## config.mk

```make
export PLATFORM = sky130hd
export DESIGN_NAME = menu_select
export DESIGN_NICKNAME = d
export VERILOG_FILES = /design/src/rtl/menu_pkg.sv /design/src/rtl/btn_debounce.sv /design/src/rtl/menu_select.sv
export SDC_FILE = /design/constraint.sdc
export NUM_CORES = 1
export LEC_CHECK = 0
export ABC_AREA = 0
export BUFFER_PORTS_ARGS = -buffer_cell sky130_fd_sc_hd__buf_2
export CORE_ASPECT_RATIO = 1.2
export CORE_MARGIN = 1.5
export CORE_UTILIZATION = 60
export DETAILED_ROUTE_END_ITERATION = 10
export HOLD_SLACK_MARGIN = 0.1
export PLACE_DENSITY_LB_ADDON = 0.2
export SETUP_SLACK_MARGIN = 0.05
export SYNTH_ARGS = -nofsm -noshare
export SYNTH_HDL_FRONTEND = slang
export SYNTH_SLANG_ARGS = --single-unit
```

## constraint.sdc

```tcl
create_clock -name i_clk -period 2.3 [get_ports i_clk]
set_clock_uncertainty 0.2 [all_clocks]
set_input_delay 0.23 -clock i_clk [delete_from_list [all_inputs] [get_ports i_clk]]
set_output_delay 0.23 -clock i_clk [all_outputs]
set_load 0.05 [all_outputs]
```

## src/rtl/menu_pkg.sv

```systemverilog
// Shared types for the battle-menu selector: FSM states, action codes, menu size.
package menu_pkg;

  localparam int NUM_ITEMS = 4;

  typedef enum logic [1:0] {
    IDLE         = 2'd0,
    BROWSE       = 2'd1,
    CONFIRM      = 2'd2,
    WAIT_RELEASE = 2'd3
  } state_e;

  typedef enum logic [1:0] {
    ACT_FIGHT  = 2'd0,
    ACT_ACTION = 2'd1,
    ACT_ITEM   = 2'd2,
    ACT_MERCY  = 2'd3
  } action_e;

endpackage

```

## src/rtl/btn_debounce.sv

```systemverilog
// Raw button -> 2-flop sync -> debounced level plus a one-cycle press pulse on its rise.
// Level follows the synchronized input after DEBOUNCE_CYCLES stable samples; no backpressure.
module btn_debounce #(
  parameter int DEBOUNCE_CYCLES = 1000000
) (
  input  logic i_clk,
  input  logic i_rst,
  input  logic i_btn,
  output logic o_level,
  output logic o_press
);

  localparam int CW = $clog2(DEBOUNCE_CYCLES + 1);

  logic [1:0]    sync_q;
  logic          level_q, level_d;
  logic          press_q, press_d;
  logic [CW-1:0] cnt_q, cnt_d;

  // The count tracks consecutive samples disagreeing with the accepted level;
  // it parks at DEBOUNCE_CYCLES on the flip and clears once the level agrees.
  always_comb begin
    level_d = level_q;
    cnt_d   = cnt_q;
    if (sync_q[1] == level_q) begin
      cnt_d = '0;
    end else if (cnt_q >= CW'(DEBOUNCE_CYCLES - 1)) begin
      level_d = sync_q[1];
      cnt_d   = CW'(DEBOUNCE_CYCLES);
    end else begin
      cnt_d = cnt_q + CW'(1);
    end
    press_d = level_d & ~level_q;
  end

  always_ff @(posedge i_clk) begin
    if (i_rst) begin
      sync_q  <= '0;
      level_q <= 1'b0;
      press_q <= 1'b0;
      cnt_q   <= '0;
    end else begin
      sync_q  <= {sync_q[0], i_btn};
      level_q <= level_d;
      press_q <= press_d;
      cnt_q   <= cnt_d;
    end
  end

  assign o_level = level_q;
  assign o_press = press_q;

endmodule

```

## src/rtl/menu_select.sv

```systemverilog
// Battle-menu cursor FSM: debounced left/right move the cursor, confirm latches a selection
// held until acknowledged; position moves the cycle after a press pulse, no backpressure.
module menu_select #(
  parameter int DEBOUNCE_CYCLES = 1000000,
  parameter int NUM_ITEMS       = 4
) (
  input  logic       i_clk,
  input  logic       i_rst,
  input  logic       i_enable,
  input  logic       i_btn_left,
  input  logic       i_btn_right,
  input  logic       i_btn_confirm,
  input  logic       i_select_ack,
  output logic [1:0] o_cursor_position,
  output logic       o_select_valid,
  output logic [1:0] o_select_action
);

  import menu_pkg::*;

  localparam logic [1:0] LAST_POS = 2'(NUM_ITEMS - 1);

  logic [2:0] btn_raw;
  logic [2:0] btn_level;
  logic [2:0] btn_press;
  logic       unused_levels;

  assign btn_raw = {i_btn_confirm, i_btn_right, i_btn_left};

  for (genvar g = 0; g < 3; g++) begin : g_btn
    btn_debounce #(
      .DEBOUNCE_CYCLES(DEBOUNCE_CYCLES)
    ) u_btn (
      .i_clk  (i_clk),
      .i_rst  (i_rst),
      .i_btn  (btn_raw[g]),
      .o_level(btn_level[g]),
      .o_press(btn_press[g])
    );
  end

  assign unused_levels = ^btn_level[1:0];

  state_e     state_q, state_d;
  logic [1:0] pos_q, pos_d;
  action_e    act_q, act_d;

  always_comb begin
    state_d = state_q;
    pos_d   = pos_q;
    act_d   = act_q;
    if (!i_enable) begin
      state_d = IDLE;
    end else begin
      unique case (state_q)
        IDLE: state_d = BROWSE;
        BROWSE: begin
          // Confirm takes the pre-move position and swallows any simultaneous move.
          if (btn_press[2]) begin
            act_d   = action_e'(pos_q);
            state_d = CONFIRM;
          end else if (btn_press[0] && !btn_press[1]) begin
            pos_d = (pos_q == 2'd0) ? LAST_POS : pos_q - 2'd1;
          end else if (btn_press[1] && !btn_press[0]) begin
            pos_d = (pos_q == LAST_POS) ? 2'd0 : pos_q + 2'd1;
          end
        end
        CONFIRM: begin
          if (i_select_ack) state_d = WAIT_RELEASE;
        end
        WAIT_RELEASE: begin
          if (!btn_level[2]) state_d = BROWSE;
        end
        default: state_d = IDLE;
      endcase
    end
  end

  always_ff @(posedge i_clk) begin
    if (i_rst) begin
      state_q <= IDLE;
      pos_q   <= 2'd0;
      act_q   <= ACT_FIGHT;
    end else begin
      state_q <= state_d;
      pos_q   <= pos_d;
      act_q   <= act_d;
    end
  end

  assign o_cursor_position = pos_q;
  assign o_select_valid    = (state_q == CONFIRM);
  assign o_select_action   = act_q;

endmodule

```

==> impl_metrics.yaml, run 1 <==
run_status:
  status: "finished, final reports clean"
power:
  p_int_mw: 1.94
  p_total_mw: 2.45
  pwr-share-comb_pct: 2.5
  p_seq_share_pct: 55.6
  clockPowerShare_pct: 41.9
  max-vdd-ir-drop_mv: 0.410
  p_sw_share_pct: 20.8
  leakage_nw: 1.32
  powerDensity_mw_per_mm2: 610
  p_sw_mw: 0.510
clock_network:
  cts_root_buf: "clkbuf_8"
  clock_insertion_delay_worst_skew_ns: 0.35
  cts_made_buffers: 9
  cts.clk_slew.worst_paths_ns: 0.08
  h-tree-depth: 3
  clockBufferDepth: 2
  cts.sinks: 78
  cts_tree: "yes"
sta:
  fin_crit_sh_pct: 93.0
  setup_violations: 0
  rsz0062_at_grt: "yes"
  hold_viol: 0
  slew_headroom_pct: 55.4
  setup_ws_ns: 0.162
  finalSetupTns_ns: 0
  final_max_slew_viol_count: 0
  holdWs_ns: 0.186
  min_period_ns: 2.14
  tightest_slew_ns: 0.652
  fmax_mhz: 468
critical_path:
  path_max_fanout: 5
  critical_path_class: "flip-flop to flip-flop"
  crit_required_ns: 2.38
  slowest_delay_ns: 0.58
  worstPathArrival_ns: 2.21
  r2r_cells: 5
  cp_slowest_cell: "or4_4"
  r2r-start: "g_btn[1].u_btn.cnt_q[0]$_SDFF_PP0_"
  reg2reg_slack_ns: 0.16
  crit_path_end_kind: "flip-flop"
  cp-start-kind: "flip-flop"
  cp_cell_sequence: "ha_1 > nand2_1 > or4_4 > or3_1 > a31oi_1"
  r2r_end: "g_btn[1].u_btn.cnt_q[18]$_SDFF_PP0_"
floorplan:
  std_cell_rows: 30
  ios: 12
  start_util_pct: 62.6
  die_x_um: 73.2
  fp.dieH_um: 87.2
  coreArea_mm2: 0.00567
  die_area_mm2: 0.00639
grt:
  grt_max_degree: 22
  antenna_found_initial: 0
  grt_use_total_pct: 23.1
  grt_pass1_vias: 2736
  grt_pass1_wl_um: 11600
  grt_remaining_overflow: 0
logic_synthesis:
  synth_fp_nets: 419
  synth_cells: 403
  yosysSeqAreaShare_pct: 44.0
  synth_warnings: 0
  synth_ff_type: "dfxtp_1"
  syn-mean-instance-area_um2: 8.80
  yosys.area.top_type_share_pct: 44.0
  synth-edff-count: 0
  ys_types: 44
  syn_area_mm2: 0.00355
  synthArstFlopShare_pct: 0
  yosysTopAreaCell: "dfxtp_1"
  synth_area_leaders: "dfxtp_1 44%, xnor2_1 6.9%, nor2_1 5.1%, xor2_1 3.5%, ha_1 3.2%"
  synth_seq_cells: 78
routing:
  ant_nets: 0
  route.detailed.drc: 0
  firstDrtPassIters: 4
  vias: 2947
  drt_iter0_markers: 132
  drt-total-wl_um: 6860
  avgViaCountPerCell: 5.71
  routedWlPerCell_um: 13.3
final_layout:
  final_cell_mix: "78 x dfxtp_1, 48 x nor2_1, 28 x xnor2_1, 22 x inv_1, 21 x nand2_1"
  nets: 448
  n_fill_cell: 442
  drive_above_1_share_pct: 10.3
  final_util_pct: 70.9
  final_common_cell: "dfxtp_1"
  syn_to_final_growth_pct: 13.3
  antenna-diode-count: 0
place:
  hpwl_um: 4710
  io_buffers: 11
  post-place-ws_ns: 0.124
  gp_congestion: 0.843
hold_path:
  min_from: "i_select_ack"
  hold_class: "primary input to flip-flop"
  hold_end: "state_q[1]$_SDFFE_PP0P_"
  whs_path_depth: 5
job:
  max-cap-violations: 0
[critical path: cells and delay by family (launching register included)]
kind	cells	cell delay, ns
and+or+nand+nor	3	1.08
DFF	1	0.39
adders and majority gates	1	0.24
AOI/OAI and AO/OA	1	0.16
[power groups by stage]
stage	registers [mW]	logic, mW	clock network [mW]
after floorplan	1.39	0.0376	0
after global placement	1.39	0.0501	0
after detailed placement	1.39	0.0515	0
after CTS	1.36	0.0621	1.05
after global routing	1.36	0.0685	1.10
final	1.36	0.0623	1.03
[worst max-delay path by stage]
stage / startpoint / to / slack (ns) / cells past startpoint
final: g_btn[1].u_btn.cnt_q[0]$_SDFF_PP0_ / g_btn[1].u_btn.cnt_q[18]$_SDFF_PP0_ / 0.16 / 5
after global routing: g_btn[1].u_btn.cnt_q[12]$_SDFF_PP0_ / g_btn[1].u_btn.cnt_q[7]$_SDFF_PP0_ / 0.01 / 4
after CTS: g_btn[2].u_btn.cnt_q[0]$_SDFF_PP0_ / g_btn[2].u_btn.cnt_q[18]$_SDFF_PP0_ / 0.10 / 5
after detailed placement: g_btn[2].u_btn.cnt_q[0]$_SDFF_PP0_ / g_btn[2].u_btn.cnt_q[18]$_SDFF_PP0_ / 0.12 / 5
after global placement: g_btn[2].u_btn.cnt_q[0]$_SDFF_PP0_ / g_btn[2].u_btn.cnt_q[18]$_SDFF_PP0_ / 0.20 / 5
after floorplan: g_btn[1].u_btn.cnt_q[0]$_SDFF_PP0_ / g_btn[1].u_btn.cnt_q[18]$_SDFF_PP0_ / 0.28 / 5
[stage by stage]
stage          cell area, um2  cells
6_report                 4020    516
3_3_place_gp             3720    492
2_1_floorplan            3550    403
5_1_grt                  4020    516
4_1_cts                  4000    515
3_5_place_dp             3720    492
[per-layer routing]
layer / up-vias / share of wire [%] / track usage, %
met5: - / 0 / 0
met4: 0 / 1.6 / 11.1
met3: 9 / 2.6 / 3.47
met2: 60 / 50 / 39.8
met1: 1384 / 46 / 28.0
li1: 1494 / - / -
[final cells by class]
| cell class | count | area [um2] | area share [%] |
|---|---|---|---|
| timing repair buffer | 27 | 195 | 4.85 |
| sequential | 78 | 1560 | 38.8 |
| inverter | 22 | 82.6 | 2.05 |
| clock buffer | 12 | 155 | 3.86 |
| tap | 80 | 100 | 2.49 |
| multi-input combinational | 294 | 1880 | 46.8 |
| clock inverter | 3 | 43.8 | 1.09 |
[synthesized netlist by cell type (11+ instances only)]
cell	n
nor3_1	16
nand2_1	21
nand2b_1	11
xor2_1	14
inv_1	22
dfxtp_1	78
nand4_1	15
nand3_1	19
a21oi_1	17
nor4_1	14
nor2_1	48
xnor2_1	28
[sequential cells by signal (all words and copies together) (netlist names)]
name,cells
o_cursor_position,2
g_btn.u_btn.o_press,3
g_btn.u_btn.o_level,3
o_select_action,2
g_btn.u_btn.sync_q,6
g_btn.u_btn.cnt_q,60
state_q,2
[kinds of logic after synthesis]
| logic type | synth area share [%] |
|---|---|
| AO/OA/AOI/OAI | 11.9 |
| XOR/XNOR | 10.4 |
| adder cells (fa/ha/maj) | 3.17 |
| buffers and inverters | 3.35 |
| flip-flops | 44.0 |
| multiplexers | 1.41 |
| AND/OR/NAND/NOR | 25.8 |
[timing repair]
action | CTS | global route
hold endpoints to repair | 12 | 0
gates resized for setup | 0 | 4
buffers inserted | 0 | 1
setup endpoints to repair | 0 | 7
hold buffers | 8 | 0
No activity file was read; power rests on OpenSTA's default activity.
==> run 2: changes to the inputs <==
--- a/config.mk
+++ b/config.mk
@@ -12,7 +12,7 @@
 export CORE_UTILIZATION = 60
 export DETAILED_ROUTE_END_ITERATION = 10
 export HOLD_SLACK_MARGIN = 0.1
-export PLACE_DENSITY_LB_ADDON = 0.2
+export PLACE_DENSITY = 0.77
 export SETUP_SLACK_MARGIN = 0.05
 export SYNTH_ARGS = -nofsm -noshare
 export SYNTH_HDL_FRONTEND = slang
==> impl_metrics.yaml, run 2 (synthesized netlist as in run 1, its figures left out) <==
critical_path:
  critical_path_class: "flip-flop to flip-flop"
  crit_path_end_kind: "flip-flop"
  r2r-start: "g_btn[1].u_btn.cnt_q[0]$_SDFF_PP0_"
  worstPathArrival_ns: 2.24
  crit_required_ns: 2.38
  cp-start-kind: "flip-flop"
  crit_path_start: "g_btn[1].u_btn.cnt_q[0]$_SDFF_PP0_"
  path_max_fanout: 5
final_layout:
  final_cell_area_mm2: 0.00400
  largest_register_ffs: 60
  drive_above_1_share_pct: 10.6
  nets: 447
  antenna-diode-count: 0
  n_fill_cell: 442
  reg_top3: "g_btn.u_btn.cnt_q (60), g_btn.u_btn.sync_q (6)"
  final_cells: 516
  syn_to_final_growth_pct: 12.7
  final_util_pct: 70.5
  final_common_cell: "dfxtp_1"
  final_cell_mix: "78 x dfxtp_1, 48 x nor2_1, 28 x xnor2_1, 22 x inv_1, 21 x nand2_1"
  largest_register: "g_btn.u_btn.cnt_q"
sta:
  final_max_slew_viol_count: 0
  hold_viol: 0
  finalSetupTns_ns: 0
  setup_ws_ns: 0.135
  min_period_ns: 2.17
  rsz0062_at_grt: "yes"
  fin_crit_sh_pct: 94.1
  tightest_slew_ns: 0.753
  setup_violations: 0
  fmax_mhz: 462
  slew_headroom_pct: 49.8
  holdWs_ns: 0.193
routing:
  route.detailed.drc: 0
  routedWlPerCell_um: 12.9
  ant_nets: 0
  vias: 2943
  highest_layer: "met4"
  dr_wl_met3_um: 229
  drt-total-wl_um: 6640
  met2_length_um: 3290
  drt_iter0_markers: 160
  wl_met1_um: 2990
  firstDrtPassIters: 4
  avgViaCountPerCell: 5.70
clock_network:
  cts_root_buf: "clkbuf_8"
  clock_insertion_delay_worst_skew_ns: 0.35
  post-cts-setup-buffers: 0
  cts_made_buffers: 9
  cts.sinks: 78
  cts.clk_slew.worst_paths_ns: 0.08
  h-tree-depth: 3
  cts_tree: "yes"
  clockBufferDepth: 2
place:
  post-place-ws_ns: 0.126
  post-place-cells: 495
  io_buffers: 11
  placed_area_mm2: 0.00374
  gp_congestion: 0.845
  hpwl_um: 4850
run_status:
  status: "finished, final reports clean"
grt:
  grt_pass1_wl_um: 11600
  grt_remaining_overflow: 0
  grt_pass1_vias: 2682
  antenna_found_initial: 0
  grt_use_total_pct: 23.3
  grt_max_degree: 16
floorplan:
  start_util_pct: 62.6
  coreArea_mm2: 0.00567
  die_x_um: 73.2
  ios: 12
  fp.dieH_um: 87.2
  die_area_mm2: 0.00639
  std_cell_rows: 30
power:
  max-vdd-ir-drop_mv: 0.419
  leakage_nw: 1.31
  p_total_mw: 2.43
  powerDensity_mw_per_mm2: 608
job:
  max-cap-violations: 0
hold_path:
  min_from: "i_select_ack"
  hold_class: "primary input to flip-flop"
-- run 2: cell count changes in the layout (fill, tap and decap cells not counted) --
cell and delta:
dlygate4sd3_1 -3, a22oi_1 +1, ha_2 +1, a22oi_2 -1
clkbuf_1 +2, clkbuf_8 -1, buf_4 +2, ha_1 -1
-- run 2: area by class of cell --
class / instances / area [um2] / share of cell area [%]
repair buffers: 26 / 180 / 4.51
clock buffers: 13 / 149 / 3.72
flip-flops and latches: 78 / 1560 / 39.1
clock inverters: 3 / 43.8 / 1.10
well taps: 80 / 100 / 2.50
multi-input cells: 294 / 1880 / 47.0
inverters: 22 / 82.6 / 2.07
-- run 2: what timing repair did --
action	CTS	global route
hold buffers	5	0
endpoints found under the setup margin	0	11
endpoints found under the hold margin	8	0
gates resized for setup	0	4
-- run 2: path summary, 6_finish.rpt --
kind                                                       endpoint  slack, ns  cells after the start
worst min register to register  g_btn[1].u_btn.sync_q[1]$_SDFF_PP0_       0.24                      1
worst min-delay path                        state_q[1]$_SDFFE_PP0P_       0.19                      5
worst max-delay path            g_btn[1].u_btn.cnt_q[18]$_SDFF_PP0_       0.13                      5
worst max register to register  g_btn[1].u_btn.cnt_q[18]$_SDFF_PP0_       0.13                      5
-- run 2: routing by layer --
metal | up-vias | GRT usage, %
li1 | 1497 | -
met1 | 1385 | 27.7
met2 | 48 | 39.8
met3 | 13 | 5.67
met4 | 0 | 9.78
met5 | - | 0
-- run 2: critical path, cell delays in order, from the launching register on --
cell and delay (ns):
dfxtp_1 0.38, ha_1 0.25, nand2_1 0.15, or4_4 0.58, or3_1 0.36, a31oi_1 0.16
-- run 2: power breakdown --
part	internal (mW)	switching [mW]	total (mW)
Clock	0.533	0.477	1.01
Combinational	0.0275	0.0315	0.0590
Sequential	1.36	0.00522	1.36
Total	1.92	0.514	2.43
==> run 3: changes to the inputs <==
--- a/config.mk
+++ b/config.mk
@@ -5,7 +5,7 @@
 export SDC_FILE = /design/constraint.sdc
 export NUM_CORES = 1
 export LEC_CHECK = 0
-export ABC_AREA = 0
+export ABC_AREA = 1
 export BUFFER_PORTS_ARGS = -buffer_cell sky130_fd_sc_hd__buf_2
 export CORE_ASPECT_RATIO = 1.2
 export CORE_MARGIN = 1.5
==> impl_metrics.yaml, run 3 <==
floorplan:
  fp.dieH_um: 92.2
  die_area_mm2: 0.00713
  std_cell_rows: 32
  coreArea_mm2: 0.00641
  ios: 12
  die_x_um: 77.3
  start_util_pct: 62.1
critical_path:
  r2r-start: "g_btn[0].u_btn.cnt_q[0]$_SDFF_PP0_"
  cp_cell_sequence: "dlygate4sd3_1 > buf_2 > nor3_1 > nand2_2 > nor2_1"
  cp_slowest_cell: "nor3_1"
  r2r_end: "g_btn[0].u_btn.cnt_q[12]$_SDFF_PP0_"
  r2r_cells: 8
  cp-start-kind: "primary input"
  crit_required_ns: 2.38
  slowest_delay_ns: 0.60
  reg2reg_slack_ns: 0.43
  cp_num_buf_inv: 2
  crit_family: "simple AND/OR/NAND/NOR gates"
  crit_path_end_kind: "flip-flop"
  critical_path_class: "primary input to flip-flop"
  path_max_fanout: 13
  worstPathArrival_ns: 2.04
place:
  post-place-ws_ns: 0.431
  post-place-cells: 684
  gp_congestion: 0.914
  io_buffers: 11
  hpwl_um: 5480
  placed_area_mm2: 0.00410
final_layout:
  nets: 635
  syn_to_final_growth_pct: 10.4
  final_cell_mix: "157 x nor2_1, 130 x nand2_1, 81 x inv_1, 78 x dfxtp_1, 30 x nand3_1"
  antenna-diode-count: 0
  final_cell_area_mm2: 0.00439
  final_cells: 709
  final_common_cell: "nor2_1"
  largest_register_ffs: 60
  largest_register: "g_btn.u_btn.cnt_q"
  n_fill_cell: 553
  reg_top3: "g_btn.u_btn.cnt_q (60), g_btn.u_btn.sync_q (6)"
  drive_above_1_share_pct: 6.89
routing:
  drt_iter0_markers: 122
  ant_nets: 0
  avgViaCountPerCell: 4.99
  drt-total-wl_um: 7630
  firstDrtPassIters: 4
  routedWlPerCell_um: 10.8
  route.detailed.drc: 0
  vias: 3540
sta:
  setup_ws_ns: 0.342
  rsz0062_at_grt: "no"
  min_period_ns: 1.96
  fin_crit_sh_pct: 85.1
  tightest_slew_ns: 0.680
  fmax_mhz: 511
  hold_viol: 0
  finalSetupTns_ns: 0
  slew_headroom_pct: 54.3
  final_max_slew_viol_count: 0
  setup_violations: 0
logic_synthesis:
  ys_types: 26
  synth_commonest_cells: "157 x nor2_1, 130 x nand2_1, 81 x inv_1"
  syn_area_mm2: 0.00398
  synth-edff-count: 0
  synth_warnings: 0
  yosysTopAreaCell: "dfxtp_1"
  yosysSeqAreaShare_pct: 39.3
  synthArstFlopShare_pct: 0
  synth_compound_area_share_pct: 3.30
  synth_cells: 592
  syn-mean-instance-area_um2: 6.72
  synth_ff_type: "dfxtp_1"
  muxShareOfSynthArea_pct: 0
  synthSimpleGateAreaFrac_pct: 37.2
  synth_area_leaders: "dfxtp_1 39%, nor2_1 15%, nand2_1 12%, inv_1 7.6%, xor2_1 5.9%"
  yosys.area_share.adder_pct: 2.83
  yosys.area_share.xor_xnor_pct: 8.59
  yosys.area.top_type_share_pct: 39.3
  synth_top_family_by_area: "simple AND/OR/NAND/NOR gates"
  synth_fp_nets: 608
  synth_seq_cells: 78
  synth.most_common_cell: "nor2_1"
clock_network:
  cts_root_buf: "clkbuf_8"
  cts_tree: "yes"
  clockBufferDepth: 2
  cts.clk_slew.worst_paths_ns: 0.09
  cts.sinks: 78
  cts_resized: 0
  ctsHoldBuffers: 9
  h-tree-depth: 3
  cts_made_buffers: 9
  clock_insertion_delay_worst_skew_ns: 0.36
  post-cts-setup-buffers: 0
power:
  leakage_nw: 1.75
  powerDensity_mw_per_mm2: 565
  p_total_mw: 2.48
  max-vdd-ir-drop_mv: 0.373
grt:
  antenna_found_initial: 0
  grt_use_total_pct: 24.0
  grt_pass1_vias: 3405
  grt_max_degree: 16
  grt_pass1_wl_um: 13700
  grt_remaining_overflow: 0
hold_path:
  hold_class: "flip-flop to flip-flop"
  whs_path_depth: 2
  min_from: "g_btn[0].u_btn.sync_q[0]$_SDFF_PP0_"
  hold_end: "g_btn[0].u_btn.sync_q[1]$_SDFF_PP0_"
run_status:
  status: "finished, final reports clean"
job:
  max-cap-violations: 0
run 3: cell type report:
type	count	area, um2	area share [%]
Multi-Input combinational cell	428	2070	47.1
Sequential cell	78	1560	35.5
Inverter	82	308	7.01
Timing Repair Buffer	20	145	3.30
Clock buffer	9	124	2.82
Tap cell	85	106	2.42
Clock inverter	7	81.3	1.85
run 3: cell families (layout without fill, tap and decap cells):
group,Yosys count,count (layout)
buffers and inverters,86,118
AOI/OAI and AO/OA,25,25
and+or+nand+nor,355,355
adders and majority gates,9,9
xor gates and xnor gates,39,39
DFF,78,78
run 3: routing by layer:
metal	GRT usage, %	wire [um]	up-vias	part of all wire, %
met1	25.7	3250	1594	43
li1	-	-	1860	-
met3	3.68	249	21	3.3
met5	0	0	-	0
met4	13.2	214	0	2.8
met2	44.6	3920	65	51
run 3: metrics by stage:
step	hold slack, ns	utilization [%]
after global routing	0.245	68.6
final	0.223	68.6
after floorplan	0.137	-
after detailed placement	0.209	64.0
after global placement	0.195	64.0
after CTS	0.223	68.6
run 3: worst max-delay path by stage:
stage,startpoint,end,cells after the start
finish,i_rst,g_btn[1].u_btn.cnt_q[12]$_SDFF_PP0_,5
detailed placement,g_btn[0].u_btn.cnt_q[0]$_SDFF_PP0_,g_btn[0].u_btn.cnt_q[12]$_SDFF_PP0_,8
CTS,i_rst,g_btn[1].u_btn.cnt_q[2]$_SDFF_PP0_,5
global route,i_rst,g_btn[1].u_btn.cnt_q[13]$_SDFF_PP0_,5
global placement,g_btn[0].u_btn.cnt_q[0]$_SDFF_PP0_,g_btn[0].u_btn.cnt_q[2]$_SDFF_PP0_,8
floorplan,state_q[0]$_SDFFE_PP0P_,state_q[1]$_SDFFE_PP0P_,6
run 3: worst register-to-register path, delay by kind of cell, from the launching register on:
| family | cells | cell delay, ns |
|---|---|---|
| DFF | 1 | 0.38 |
| and+or+nand+nor | 7 | 0.97 |
| adders and majority gates | 1 | 0.25 |
run 3: power breakdown:
group / internal [mW] / switching, mW / leakage, nW
clock network: 0.516 / 0.547 / 0.101
registers: 1.36 / 0.00689 / 0.630
logic: 0.0240 / 0.0311 / 1.01
